[src/rtl/common_pkg.sv]
// rtl/common_pkg.sv - shared elaboration helpers: bit-index math and parameter checks
package common_pkg;

    function automatic int unsigned msb(input int unsigned v);
        int unsigned r;
        r = 0;
        for (int i = 0; i < 32; i++) begin
            if (v[i]) r = i;
        end
        return r;
    endfunction

    function automatic bit check_param_range(input int unsigned v, input int unsigned lo,
                                             input int unsigned hi);
        return (v >= lo) && (v <= hi);
    endfunction

    function automatic bit check_param_pos2exp(input int unsigned v);
        return (v != 0) && ((v & (v - 1)) == 0);
    endfunction

endpackage

[src/rtl/cxu_arb_pkg.sv]
// rtl/cxu_arb_pkg.sv - grant state type and modulo-N pointer helper for the CXU arbiter
package cxu_arb_pkg;

    typedef enum logic {
        IDLE   = 1'b0,
        LOCKED = 1'b1
    } st_e;

    // Compare-and-clear rather than a bit mask so non-power-of-two n wraps correctly.
    function automatic int unsigned rr_next(input int unsigned ptr, input int unsigned n);
        return (ptr + 1 >= n) ? 0 : ptr + 1;
    endfunction

endpackage

[src/rtl/cxu_arb_rr.sv]
// rtl/cxu_arb_rr.sv - combinational round-robin winner select starting at prio_i
module cxu_arb_rr #(
    parameter int unsigned N_REQ = 4,
    parameter int unsigned ID_W  = 2
) (
    input  logic [N_REQ-1:0] req_i,
    input  logic [ID_W-1:0]  prio_i,
    output logic [ID_W-1:0]  win_o,
    output logic             any_o
);

    int              idx;
    logic [ID_W-1:0] idx_w;

    // Scan offsets from the far end down so the smallest offset from prio_i wins.
    always_comb begin
        win_o = '0;
        any_o = |req_i;
        idx   = 0;
        idx_w = '0;
        for (int k = int'(N_REQ) - 1; k >= 0; k--) begin
            idx = int'(prio_i) + k;
            if (idx >= int'(N_REQ)) idx = idx - int'(N_REQ);
            idx_w = ID_W'(idx);
            if (req_i[idx_w]) win_o = idx_w;
        end
    end

endmodule

[src/rtl/cxu_req_arbiter.sv]
// rtl/cxu_req_arbiter.sv - round-robin sharing of one CXU among N_REQ requesters,
// with an in-order id FIFO that routes each response back to its originator.
module cxu_req_arbiter
    import common_pkg::*;
    import cxu_arb_pkg::*;
#(
    parameter int unsigned N_REQ        = 4,
    parameter int unsigned REQ_W        = 64,
    parameter int unsigned RESP_W       = 33,
    parameter int unsigned MAX_INFLIGHT = 4
) (
    input  logic                     clk,
    input  logic                     rst_n,
    input  logic [N_REQ-1:0]         req_v,
    output logic [N_REQ-1:0]         req_rdy,
    input  logic [N_REQ*REQ_W-1:0]   req_data,
    output logic                     cxu_req_v,
    input  logic                     cxu_req_rdy,
    output logic [REQ_W-1:0]         cxu_req_data,
    output logic [$clog2(N_REQ)-1:0] cxu_req_id,
    input  logic                     cxu_resp_v,
    output logic                     cxu_resp_rdy,
    input  logic [RESP_W-1:0]        cxu_resp_data,
    output logic [N_REQ-1:0]         resp_v,
    input  logic [N_REQ-1:0]         resp_rdy,
    output logic [RESP_W-1:0]        resp_data,
    output logic                     err
);

    localparam int unsigned ID_W  = msb(N_REQ - 1) + 1;
    localparam int unsigned PTR_W = (MAX_INFLIGHT > 1) ? msb(MAX_INFLIGHT - 1) + 1 : 1;
    localparam int unsigned CNT_W = msb(MAX_INFLIGHT) + 1;

    typedef logic [ID_W-1:0] req_id_t;

    if (!check_param_range(N_REQ, 2, 16)) begin : g_bad_n_req
        $error("N_REQ must be within 2..16");
    end
    if (!check_param_pos2exp(MAX_INFLIGHT)) begin : g_bad_inflight
        $error("MAX_INFLIGHT must be a positive power of two");
    end

    st_e              state_q, state_d;
    req_id_t          grant_q, grant_d;
    req_id_t          prio_q, prio_d;
    req_id_t          fifo_q [MAX_INFLIGHT];
    logic [PTR_W-1:0] head_q, tail_q;
    logic [CNT_W-1:0] count_q;
    logic             err_q;

    req_id_t          win, grant, head_id;
    logic             any, gnt_v, full, empty, space, push, pop;
    logic [REQ_W-1:0] req_arr [N_REQ];

    for (genvar i = 0; i < N_REQ; i++) begin : g_unpack
        assign req_arr[i] = req_data[i*REQ_W +: REQ_W];
    end

    cxu_arb_rr #(
        .N_REQ (N_REQ),
        .ID_W  (ID_W)
    ) u_rr (
        .req_i  (req_v),
        .prio_i (prio_q),
        .win_o  (win),
        .any_o  (any)
    );

    assign full    = (count_q == CNT_W'(MAX_INFLIGHT));
    assign empty   = (count_q == '0);
    assign head_id = fifo_q[head_q];

    // With the FIFO empty the response is swallowed so a stray CXU beat cannot wedge the port.
    assign cxu_resp_rdy = rst_n && (empty || resp_rdy[head_id]);
    assign resp_v       = (rst_n && !empty && cxu_resp_v) ? (N_REQ'(1) << head_id) : '0;
    assign resp_data    = cxu_resp_data;
    assign pop          = cxu_resp_v && cxu_resp_rdy && !empty;

    // A same-cycle pop frees a slot, so a full FIFO still accepts a push.
    assign space        = !full || pop;
    assign grant        = (state_q == LOCKED) ? grant_q : win;
    assign gnt_v        = (state_q == LOCKED) ? req_v[grant_q] : any;
    assign cxu_req_v    = rst_n && gnt_v && space;
    assign cxu_req_data = req_arr[grant];
    assign cxu_req_id   = grant;
    assign req_rdy      = (rst_n && cxu_req_rdy && space) ? (N_REQ'(1) << grant) : '0;
    assign push         = cxu_req_v && cxu_req_rdy;
    assign err          = err_q;

    always_comb begin
        state_d = state_q;
        grant_d = grant_q;
        prio_d  = prio_q;
        case (state_q)
            IDLE: begin
                if (cxu_req_v && !cxu_req_rdy) begin
                    state_d = LOCKED;
                    grant_d = win;
                end
            end
            LOCKED: begin
                if (push) state_d = IDLE;
            end
            default: state_d = IDLE;
        endcase
        if (push) prio_d = req_id_t'(rr_next(32'(grant), N_REQ));
    end

    function automatic logic [PTR_W-1:0] ptr_inc(input logic [PTR_W-1:0] p);
        return (p == PTR_W'(MAX_INFLIGHT - 1)) ? '0 : p + PTR_W'(1);
    endfunction

    always_ff @(posedge clk or negedge rst_n) begin
        if (!rst_n) begin
            state_q <= IDLE;
            grant_q <= '0;
            prio_q  <= '0;
            head_q  <= '0;
            tail_q  <= '0;
            count_q <= '0;
            err_q   <= 1'b0;
            for (int i = 0; i < MAX_INFLIGHT; i++) fifo_q[i] <= '0;
        end else begin
            state_q <= state_d;
            grant_q <= grant_d;
            prio_q  <= prio_d;
            if (push) begin
                fifo_q[tail_q] <= grant;
                tail_q         <= ptr_inc(tail_q);
            end
            if (pop) head_q <= ptr_inc(head_q);
            case ({push, pop})
                2'b10:   count_q <= count_q + CNT_W'(1);
                2'b01:   count_q <= count_q - CNT_W'(1);
                default: count_q <= count_q;
            endcase
            if (cxu_resp_v && empty) err_q <= 1'b1;
        end
    end

endmodule

[config.mk]
export PLATFORM = sky130hd
export DESIGN_NAME = cxu_req_arbiter
export DESIGN_NICKNAME = d
export VERILOG_FILES = /design/src/rtl/common_pkg.sv /design/src/rtl/cxu_arb_pkg.sv /design/src/rtl/cxu_arb_rr.sv /design/src/rtl/cxu_req_arbiter.sv
export SDC_FILE = /design/constraint.sdc
export NUM_CORES = 1
export LEC_CHECK = 0
export BUFFER_PORTS_ARGS = -buffer_cell sky130_fd_sc_hd__buf_4
export CORE_AREA = 8 8 152 154
export CTS_BUF_LIST = sky130_fd_sc_hd__clkbuf_4 sky130_fd_sc_hd__clkbuf_8
export CTS_CLUSTER_DIAMETER = 50
export DETAILED_ROUTE_END_ITERATION = 6
export DIE_AREA = 0 0 160 162
export PLACE_DENSITY = 0.53
export SYNTH_ARGS = -nofsm -noshare
export SYNTH_HDL_FRONTEND = slang
export SYNTH_SLANG_ARGS = --single-unit
[constraint.sdc]
create_clock -name clk -period 4.05 [get_ports clk]
set_clock_uncertainty 0.1 [all_clocks]
set_input_delay 0 -clock clk [delete_from_list [all_inputs] [get_ports clk]]
set_output_delay 0 -clock clk [all_outputs]
set_load 0.05 [all_outputs]
==> flow_summary.toml, run 1 <==
[detailed_routing]
via_per_inst = 4.28
drc_errors = 0
wirelength_mm = 19.1
dr.pass1.iters = 4
dr_total_vias = 3651
drt_iter0_drc = 207
postRouteAntennaNets = 0
wire_per_inst_um = 22.4

[power_and_ir_drop]
ir_drop_mv = 0.489
p_per_area_nw_per_um2 = 955
p_leak_nw = 2.86

[synthesis]
synth_edf_count = 0
yosysWarnings = 0
seq_area_frac_synth = 0.170
ys_ff_latch = 21
synthCells = 240
syn_nets = 552
ys_types = 37
ys_async_sr_fraction = 1.00
avgSynthCellArea_um2 = 12.9
synthFlopType = "dfrtp_1"
synthesis.area_um2 = 3100

[setup_path]
cp-start-kind = "register"
cp-end-kind = "register"
worst_ep_required_time_ns = 4.13
cp_data_arrival_time_ns = 3.34
crit_type = "reg -> reg"
worstPathMaxFanout = 14

[clock_network]
cts_root_buf = "clkbuf_8"
ctsResizeCount = 0
clkTransAtPathRegs_ns = 0.07
ctsHtreeMaxLevel = 1
clk_latency_ns = 0.26
clockBufferDepth = 2
cts_buffers = 3
cts_num_sinks = 21
cts_tree = "yes"

[grt]
grt_use_met3 = 0.0501
track_usage = 0.136
use_met1 = 0.160
top_usage_layer = "met2"
antenna_found_initial = 0
use_met2 = 0.236
grt_pass1_wl_mm = 27.3
grt_overflow = 0
grt_pass1_vias = 4090
grt_max_degree = 45

[timing]
rsz0062_at_grt = "no"
slew_headroom = 0.460
fin_crit_ns = 3.26
fin_crit_sh = 0.805
whs_ns = 0.0512
hold_viol_final = 0
tightest_slew_ns = 0.787
setup-tns-final_ns = 0
fmax_mhz = 307
setup_viol = 0
slew_violations = 0

[floorplan]
rows = 53
pin_count = 411
die-area_um2 = 25900
die_width_um = 160
core_um2 = 20700
initial_core_util = 0.150
die_h_um = 162

[finish]
ff_latch_area_um2 = 526
multi_input_area_um2 = 2170
drive_gt1_frac = 0.740
n_fill_cell = 2184
synthToLayoutAreaGrowth_pct = 97.8
nets = 890

[place]
post-dp-hpwl_mm = 16.4
place.gp.congestion = 0.866
io_buffers = 344

[worst_hold_path]
worstHoldPathType = "in -> reg"

[outcome]
status = "finished, final reports clean"

[job]
maxCapViolations = 0
## registers in the layout, indices dropped and copies added, names as in the netlist, named ones only
| name | count |
|---|---|
| head_q | 2 |
| fifo_q | 8 |
| err | 1 |
| count_q | 3 |
| tail_q | 2 |
| grant_q | 2 |
| prio_q | 2 |
## final cells by class
cell class	count	share of cell area
Antenna cell	1	0.000408
Sequential cell	21	0.0857
Timing Repair Buffer	385	0.488
Tap cell	275	0.0561
Clock buffer	4	0.00796
Inverter	12	0.00776
Multi-Input combinational cell	155	0.354
## through the flow
step	std cells	util	area [um^2]	power, mW	setup WS [ns]
4_1_cts	852	0.296	6130	5.92	0.772
2_1_floorplan	240	-	3100	4.31	0.860
3_3_place_gp	812	0.276	5720	5.68	0.839
6_report	853	0.296	6130	5.86	0.791
5_1_grt	852	0.296	6130	6.16	0.551
3_5_place_dp	812	0.276	5720	5.66	0.814
## synthesized netlist by cell type, types with 3 or more instances
cell type	n	area [um^2]
clkbuf_1	8	30.0
mux2_2	4	45.0
and3_1	4	25.0
nor2_1	8	30.0
a31oi_1	16	100
buf_4	38	285
dfrtp_1	21	526
nor3_1	3	15.0
a21oi_1	6	30.0
mux2i_1	4	40.0
ha_1	10	125
mux4_2	68	1530
buf_6	3	33.8
nand2_1	6	22.5
nand3_1	3	15.0
inv_1	12	45.0
## where the power goes
group | switching [mW] | internal [mW] | leakage (nW)
sequential | 0.0980 | 0.318 | 0.243
clock | 0.0649 | 0.0767 | 0.0262
combinational | 3.33 | 1.97 | 2.59
total | 3.49 | 2.37 | 2.86
## cell usage in the layout (no fill, tap or decap), types with 4 or more instances in the layout
cell / count
buf_4: 348
mux4_2: 68
dlygate4sd3_1: 36
dfrtp_1: 21
a31oi_1: 16
inv_1: 11
ha_1: 10
nor2_1: 8
a21oi_1: 6
nand2_1: 6
mux2i_1: 4
and3_1: 4
## cells by family (layout without fill, tap and decap cells)
kind of cell	count (synthesis)	count (layout)	synth area share
other	0	1	0
buffers and inverters	64	401	0.132
muxes	76	76	0.522
DFF	21	21	0.170
and+or+nand+nor	32	32	0.0525
adders and majority gates	11	11	0.0468
xor gates and xnor gates	3	3	0.00848
AOI/OAI and AO/OA	33	33	0.0690
## per-layer routing
metal / vias to the layer above / wire [um] / share of wire
met3: 16 / 1860 / 0.097
met2: 212 / 9730 / 0.51
met1: 1804 / 7280 / 0.38
met4: 0 / 252 / 0.013
li1: 1619 / - / -
met5: - / 0 / 0
## worst max-delay path, stage by stage, from the launching register on
cell and delay [ns]:
dfrtp_1 0.45, mux4_2 0.59, mux4_2 0.48, a22o_1 0.26, and2_4 0.22, inv_1 0.07
ha_1 0.19, inv_1 0.06, fa_1 0.37, xor2_1 0.15, nor2_1 0.11, xor2_1 0.15
## worst paths after layout
check,cells after the start,slack (ns),end,start
worst max-delay path,11,0.79,count_q[2],head_q[0]
worst min-delay path,5,0.05,register,req_v[1]
worst max register to register,11,0.79,count_q[2],head_q[0]
worst min register to register,1,0.36,err,err
max in group asynchronous,2,3.53,head_q[1],rst_n
min in group asynchronous,2,0.08,async pin,rst_n
## repair_timing
item / in CTS / in global routing
endpoints found under the hold margin: 56 / 0
hold buffers: 36 / 0
setup buffers: 0 / 0
Note: power is estimated with default switching activity, not from simulation.
==> run 2, diff against run 1 <==
- ABC_AREA: not set -> 1
- CORE_AREA: 8 8 152 154 -> 8 8 153 155
- DIE_AREA: 0 0 160 162 -> 0 0 161 163
- PLACE_DENSITY: 0.53 -> 0.61
- clock period: 4.05 -> 3.1 ns (I/O delays scaled with it)
==> run 2 against run 1 <==
Effect of this change:
- synthesized cell count grew to 4.1 times the previous value
- setup slack got worse by 0.46 ns
- register-to-register slack worse by 0.40 ns
- flip-flop and latch count unchanged
- final area up 27%
- clock-buffer cell count shrank 1
==> flow_summary.toml, run 2 <==
[setup_path]
crit_path_top_delay_cell = "dfrtp_1"
path_cells = "inv_1 -> nand2_1 -> nand3_1 -> nand2_1 -> nand3_2 -> nand2_1 -> nand2_1 -> nand2_1 -> nand2_1 -> nand2_4 -> buf_12 -> nand2_1 -> nand3_1 -> nand2_1 -> buf_4"
worstPathMaxFanout = 67
crit_top_cell = "nand2_1"
slowest_delay_ns = 0.57
cp_data_arrival_time_ns = 2.67
worst_ep_required_time_ns = 3.00
cp-start-kind = "register"
cp-end-kind = "primary output"
crit_type = "reg -> out"

[grt]
grt_pass1_wl_mm = 32.8
grt_max_degree = 72
grt_overflow = 0
grt_pass1_vias = 6445
track_usage = 0.149
antenna_found_initial = 0

[finish]
nets = 1616
synthToLayoutAreaGrowth_pct = 60.5
drive_gt1_frac = 0.282
final_common_cell = "nand2_1"
regMostFlops = "fifo_q"
num_antenna_cells = 0
final_cell_mix = "nand2_1 (385), buf_4 (345), inv_1 (281)"
largestRegisters = "fifo_q (8), count_q (3)"
largest_reg_flops = 8

[timing]
slew_violations = 0
slew_headroom = 0.610
fmax_mhz = 361
setup-tns-final_ns = 0
fin_crit_ns = 2.77
rsz0062_at_grt = "no"
hold_viol_final = 0
whs_ns = 0.0724
tightest_slew_ns = 0.585
fin_crit_sh = 0.893
setup_viol = 0

[synthesis]
ys_types = 29
seq_area_frac_synth = 0.108
synthFlopType = "dfrtp_1"
ys_ff_latch = 21
yosysWarnings = 0
synth.most_common_cell = "nand2_1"
synth.area.top_cells = "nand2_1 (30%), inv_1 (22%), nand3_1 (15%), dfrtp_1 (11%), buf_4 (7.1%)"
synth_edf_count = 0
syn_nets = 1302
netlist.area_leader.share = 0.299
synthesis.area_um2 = 4850
avgSynthCellArea_um2 = 4.90
synth_top_area_cell = "nand2_1"
netlist_top_cells_count = "nand2_1 (386), inv_1 (281), nand3_1 (143), buf_4 (46), dfrtp_1 (21)"
ys_async_sr_fraction = 1.00
synthCells = 990

[outcome]
status = "finished, final reports clean"

[detailed_routing]
via_per_inst = 4.12
wirelength_mm = 21.2
wire_per_inst_um = 13.5
dr_total_vias = 6495
postRouteAntennaNets = 0
drt_iter0_drc = 445
dr.pass1.iters = 4
drc_errors = 0

[clock_network]
post-cts-setup-buffers = 0
cts_root_buf = "clkbuf_8"
clkTransAtPathRegs_ns = 0.08
cts_tree = "yes"
ctsHtreeMaxLevel = 1
clk_latency_ns = 0.26
cts_buffers = 3
cts_num_sinks = 21
clockBufferDepth = 2

[floorplan]
die-area_um2 = 26200
die_h_um = 163
initial_core_util = 0.233
rows = 53
core_um2 = 20800
pin_count = 411
die_width_um = 161

[place]
io_buffers = 344
post-dp-hpwl_mm = 16.5
place.gp.congestion = 0.833

[worst_hold_path]
worstHoldPathType = "in -> async"

[job]
maxCapViolations = 0
run 2: cell families after synthesis:
| logic type | Yosys count | synth area share |
|---|---|---|
| adder cells (fa/ha/maj) | 11 | 0.0299 |
| flip-flops | 21 | 0.108 |
| AO/OA/AOI/OAI | 22 | 0.0268 |
| buffers and inverters | 363 | 0.336 |
| XOR/XNOR | 4 | 0.00723 |
| AND/OR/NAND/NOR | 569 | 0.491 |
run 2: metrics by stage:
step	util	cells	setup slack (ns)	cell area (um^2)
finish	0.374	1578	0.330	7780
global route	0.374	1578	0.0373	7780
CTS	0.374	1578	0.331	7780
detailed placement	0.354	1538	0.435	7370
global placement	0.354	1538	0.509	7370
floorplan	-	990	0.546	4850
run 2: critical path: cells and delay by family (launching register included):
kind | cells | cell delay (ns)
DFF | 1 | 0.57
buffers and inverters | 3 | 0.60
and+or+nand+nor | 12 | 1.17
run 2: what timing repair did:
action / CTS / global route
hold buffers: 36 / 0
hold endpoints to repair: 63 / 0
resized for setup: 0 / 0
endpoints found under the setup margin: 0 / 0
run 2: final timing paths:
kind,startpoint,end,slack [ns],cells after the start
min in group clk,req_v[3],grant_q[0],0.29,7
worst min register to register,err,err,0.36,1
worst min-delay path,rst_n,err,0.07,2
max in group asynchronous,rst_n,head_q[1],2.58,2
worst max-delay path,prio_q[0],cxu_req_data[0],0.33,15
worst max register to register,head_q[0],count_q[2],0.39,16
run 2: cell type report:
| class | instances | area (um^2) |
|---|---|---|
| inverters | 284 | 1070 |
| multi-input cells | 606 | 2700 |
| clock inverters | 1 | 7.51 |
| repair buffers | 388 | 3090 |
| fillers | 2314 | 13000 |
| well taps | 275 | 344 |
| flip-flops and latches | 21 | 526 |
| clock buffers | 3 | 41.3 |
run 2: metal layers:
layer,part of all wire,global-route usage
met3,0.085,0.0490
met5,0,0
met1,0.39,0.165
met4,0.018,0.0286
met2,0.51,0.274
Power of run 2 is left out: the tool's default activity adds up to more than one toggle a clock period on the data nets, which glitch-free logic cannot reach.
==> run 3, diff against run 2 <==
- CELL_PAD_IN_SITES_DETAIL_PLACEMENT: not set -> 1
- CELL_PAD_IN_SITES_GLOBAL_PLACEMENT: not set -> 1
- CORE_AREA: 8 8 153 155 -> not set
- CORE_MARGIN: not set -> 8
- CORE_UTILIZATION: not set -> 23
- CTS_BUF_LIST: sky130_fd_sc_hd__clkbuf_4 sky130_fd_sc_hd__clkbuf_8 -> not set
- DIE_AREA: 0 0 161 163 -> not set
- PLACE_DENSITY: 0.61 -> 0.91
==> run 3 against run 2 <==
Effect of this change:
- non-clock buffer count is 4 higher
- critical path type unchanged
- clock-buffer cell count stayed put
- cell count is 0.32% higher
- highest routed layer unchanged
- core utilization is 0.26 points higher
- final area is 0.69% higher
- worst hold slack better by 0.021 ns
- fmax is 1.6% lower
- die area is 1.0% lower
- setup slack worse by 0.046 ns
- via count is 7.4% higher
==> flow_summary.toml, run 3 (synthesis results as in run 2) <==
[finish]
largestRegisters = "fifo_q (8), count_q (3)"
nets = 1620
final_cell_mix = "nand2_1 (384), buf_4 (351), inv_1 (281)"
drive_gt1_frac = 0.286
final_common_cell = "nand2_1"
fin_area_um2 = 7830
synthToLayoutAreaGrowth_pct = 61.6
regMostFlops = "fifo_q"
largest_reg_flops = 8
fin_cells = 1583

[setup_path]
crit_type = "reg -> out"
crit_top_cell = "nand2_1"
worstPathMaxFanout = 30
cp-end-kind = "primary output"
crit_path_top_delay_cell = "dfrtp_1"
ff2ff_path_depth = 17
worst_ep_required_time_ns = 3.00
path_cells = "inv_1 -> nand2_1 -> nand3_1 -> nand2_1 -> nand3_2 -> nand2_1 -> nand2_1 -> nand2_1 -> nand2_1 -> nand2_8 -> buf_4 -> nand2_1 -> nand3_1 -> nand2_1 -> buf_4"
cp-start-kind = "register"
rr_startpoint = "head_q[0]"
setup.worst_path.start = "prio_q[0]"
slowest_delay_ns = 0.56
cp_data_arrival_time_ns = 2.72

[grt]
track_usage = 0.184
antenna_found_initial = 1
grt_max_degree = 72
grt_overflow = 0
grt_pass1_vias = 7629
grt_pass1_wl_mm = 39.3

[clock_network]
post-cts-setup-buffers = 0
cts_buffers = 3
ctsHtreeMaxLevel = 1
clkTransAtPathRegs_ns = 0.06
clk_latency_ns = 0.25
clockBufferDepth = 2
cts_num_sinks = 21
cts_tree = "yes"
cts_root_buf = "clkbuf_16"

[detailed_routing]
wirelength_mm = 25.8
postRouteAntennaNets = 0
drc_errors = 0
via_per_inst = 4.41
dr.pass1.iters = 4
drt_iter0_drc = 273
wire_per_inst_um = 16.3
dr_total_vias = 6977

[floorplan]
initial_core_util = 0.233
core_um2 = 20800
rows = 53
die-area_um2 = 26000
pin_count = 411
die_width_um = 161
die_h_um = 161

[timing]
tightest_slew_ns = 0.620
whs_ns = 0.0933
setup-tns-final_ns = 0
fin_crit_ns = 2.82
rsz0062_at_grt = "no"
hold_viol_final = 0
setup_viol = 0
slew_violations = 0
fmax_mhz = 355
slew_headroom = 0.587
fin_crit_sh = 0.908

[place]
dp.cells = 1542
place.gp.congestion = 0.839
dpl_cell_area_um2 = 7370
io_buffers = 344
post-dp-hpwl_mm = 19.4

[worst_hold_path]
worstHoldPathType = "in -> async"

[outcome]
status = "finished, final reports clean"

[job]
maxCapViolations = 0
run 3: stage by stage:
stage                util  worst slack, ns
floorplan               -            0.546
global placement    0.354            0.474
detailed placement  0.354            0.282
CTS                 0.375            0.235
global route        0.376          0.00421
finish              0.376            0.284
run 3: layout make-up:
type | count | area (um^2)
sequential | 21 | 527
multi-input combinational | 606 | 2720
timing repair buffer | 392 | 3100
clock inverter | 1 | 7.51
inverter | 284 | 1070
tap | 275 | 344
antenna | 1 | 2.50
clock buffer | 3 | 75.1
fill | 2898 | 13000
run 3: worst max-delay path: cells and delay by family (launching register included):
family	cells	cell delay, ns
and+or+nand+nor	12	1.24
buffers and inverters	3	0.62
DFF	1	0.56
run 3: worst paths after layout:
| check | endpoint | slack, ns |
|---|---|---|
| setup / recovery | cxu_req_data[12] | 0.28 |
| hold / removal | err | 0.09 |
| setup reg to reg | count_q[2] | 0.29 |
| hold reg to reg | err | 0.38 |
| max in group asynchronous | head_q[0] | 2.54 |
| min in group clk | grant_q[0] | 0.30 |
run 3: metal layers:
metal	part of all wire	track usage	vias up
met5	0	0	-
li1	-	-	3450
met3	0.066	0.0486	40
met1	0.38	0.193	3242
met2	0.53	0.355	245
met4	0.025	0.0484	0
run 3: timing repair:
action                                  CTS  global route
endpoints found under the setup margin    0            15
hold endpoints to repair                 56             0
hold buffers                             36             0
resized for setup                         0             3
Power of run 3 is left out for the same reason.
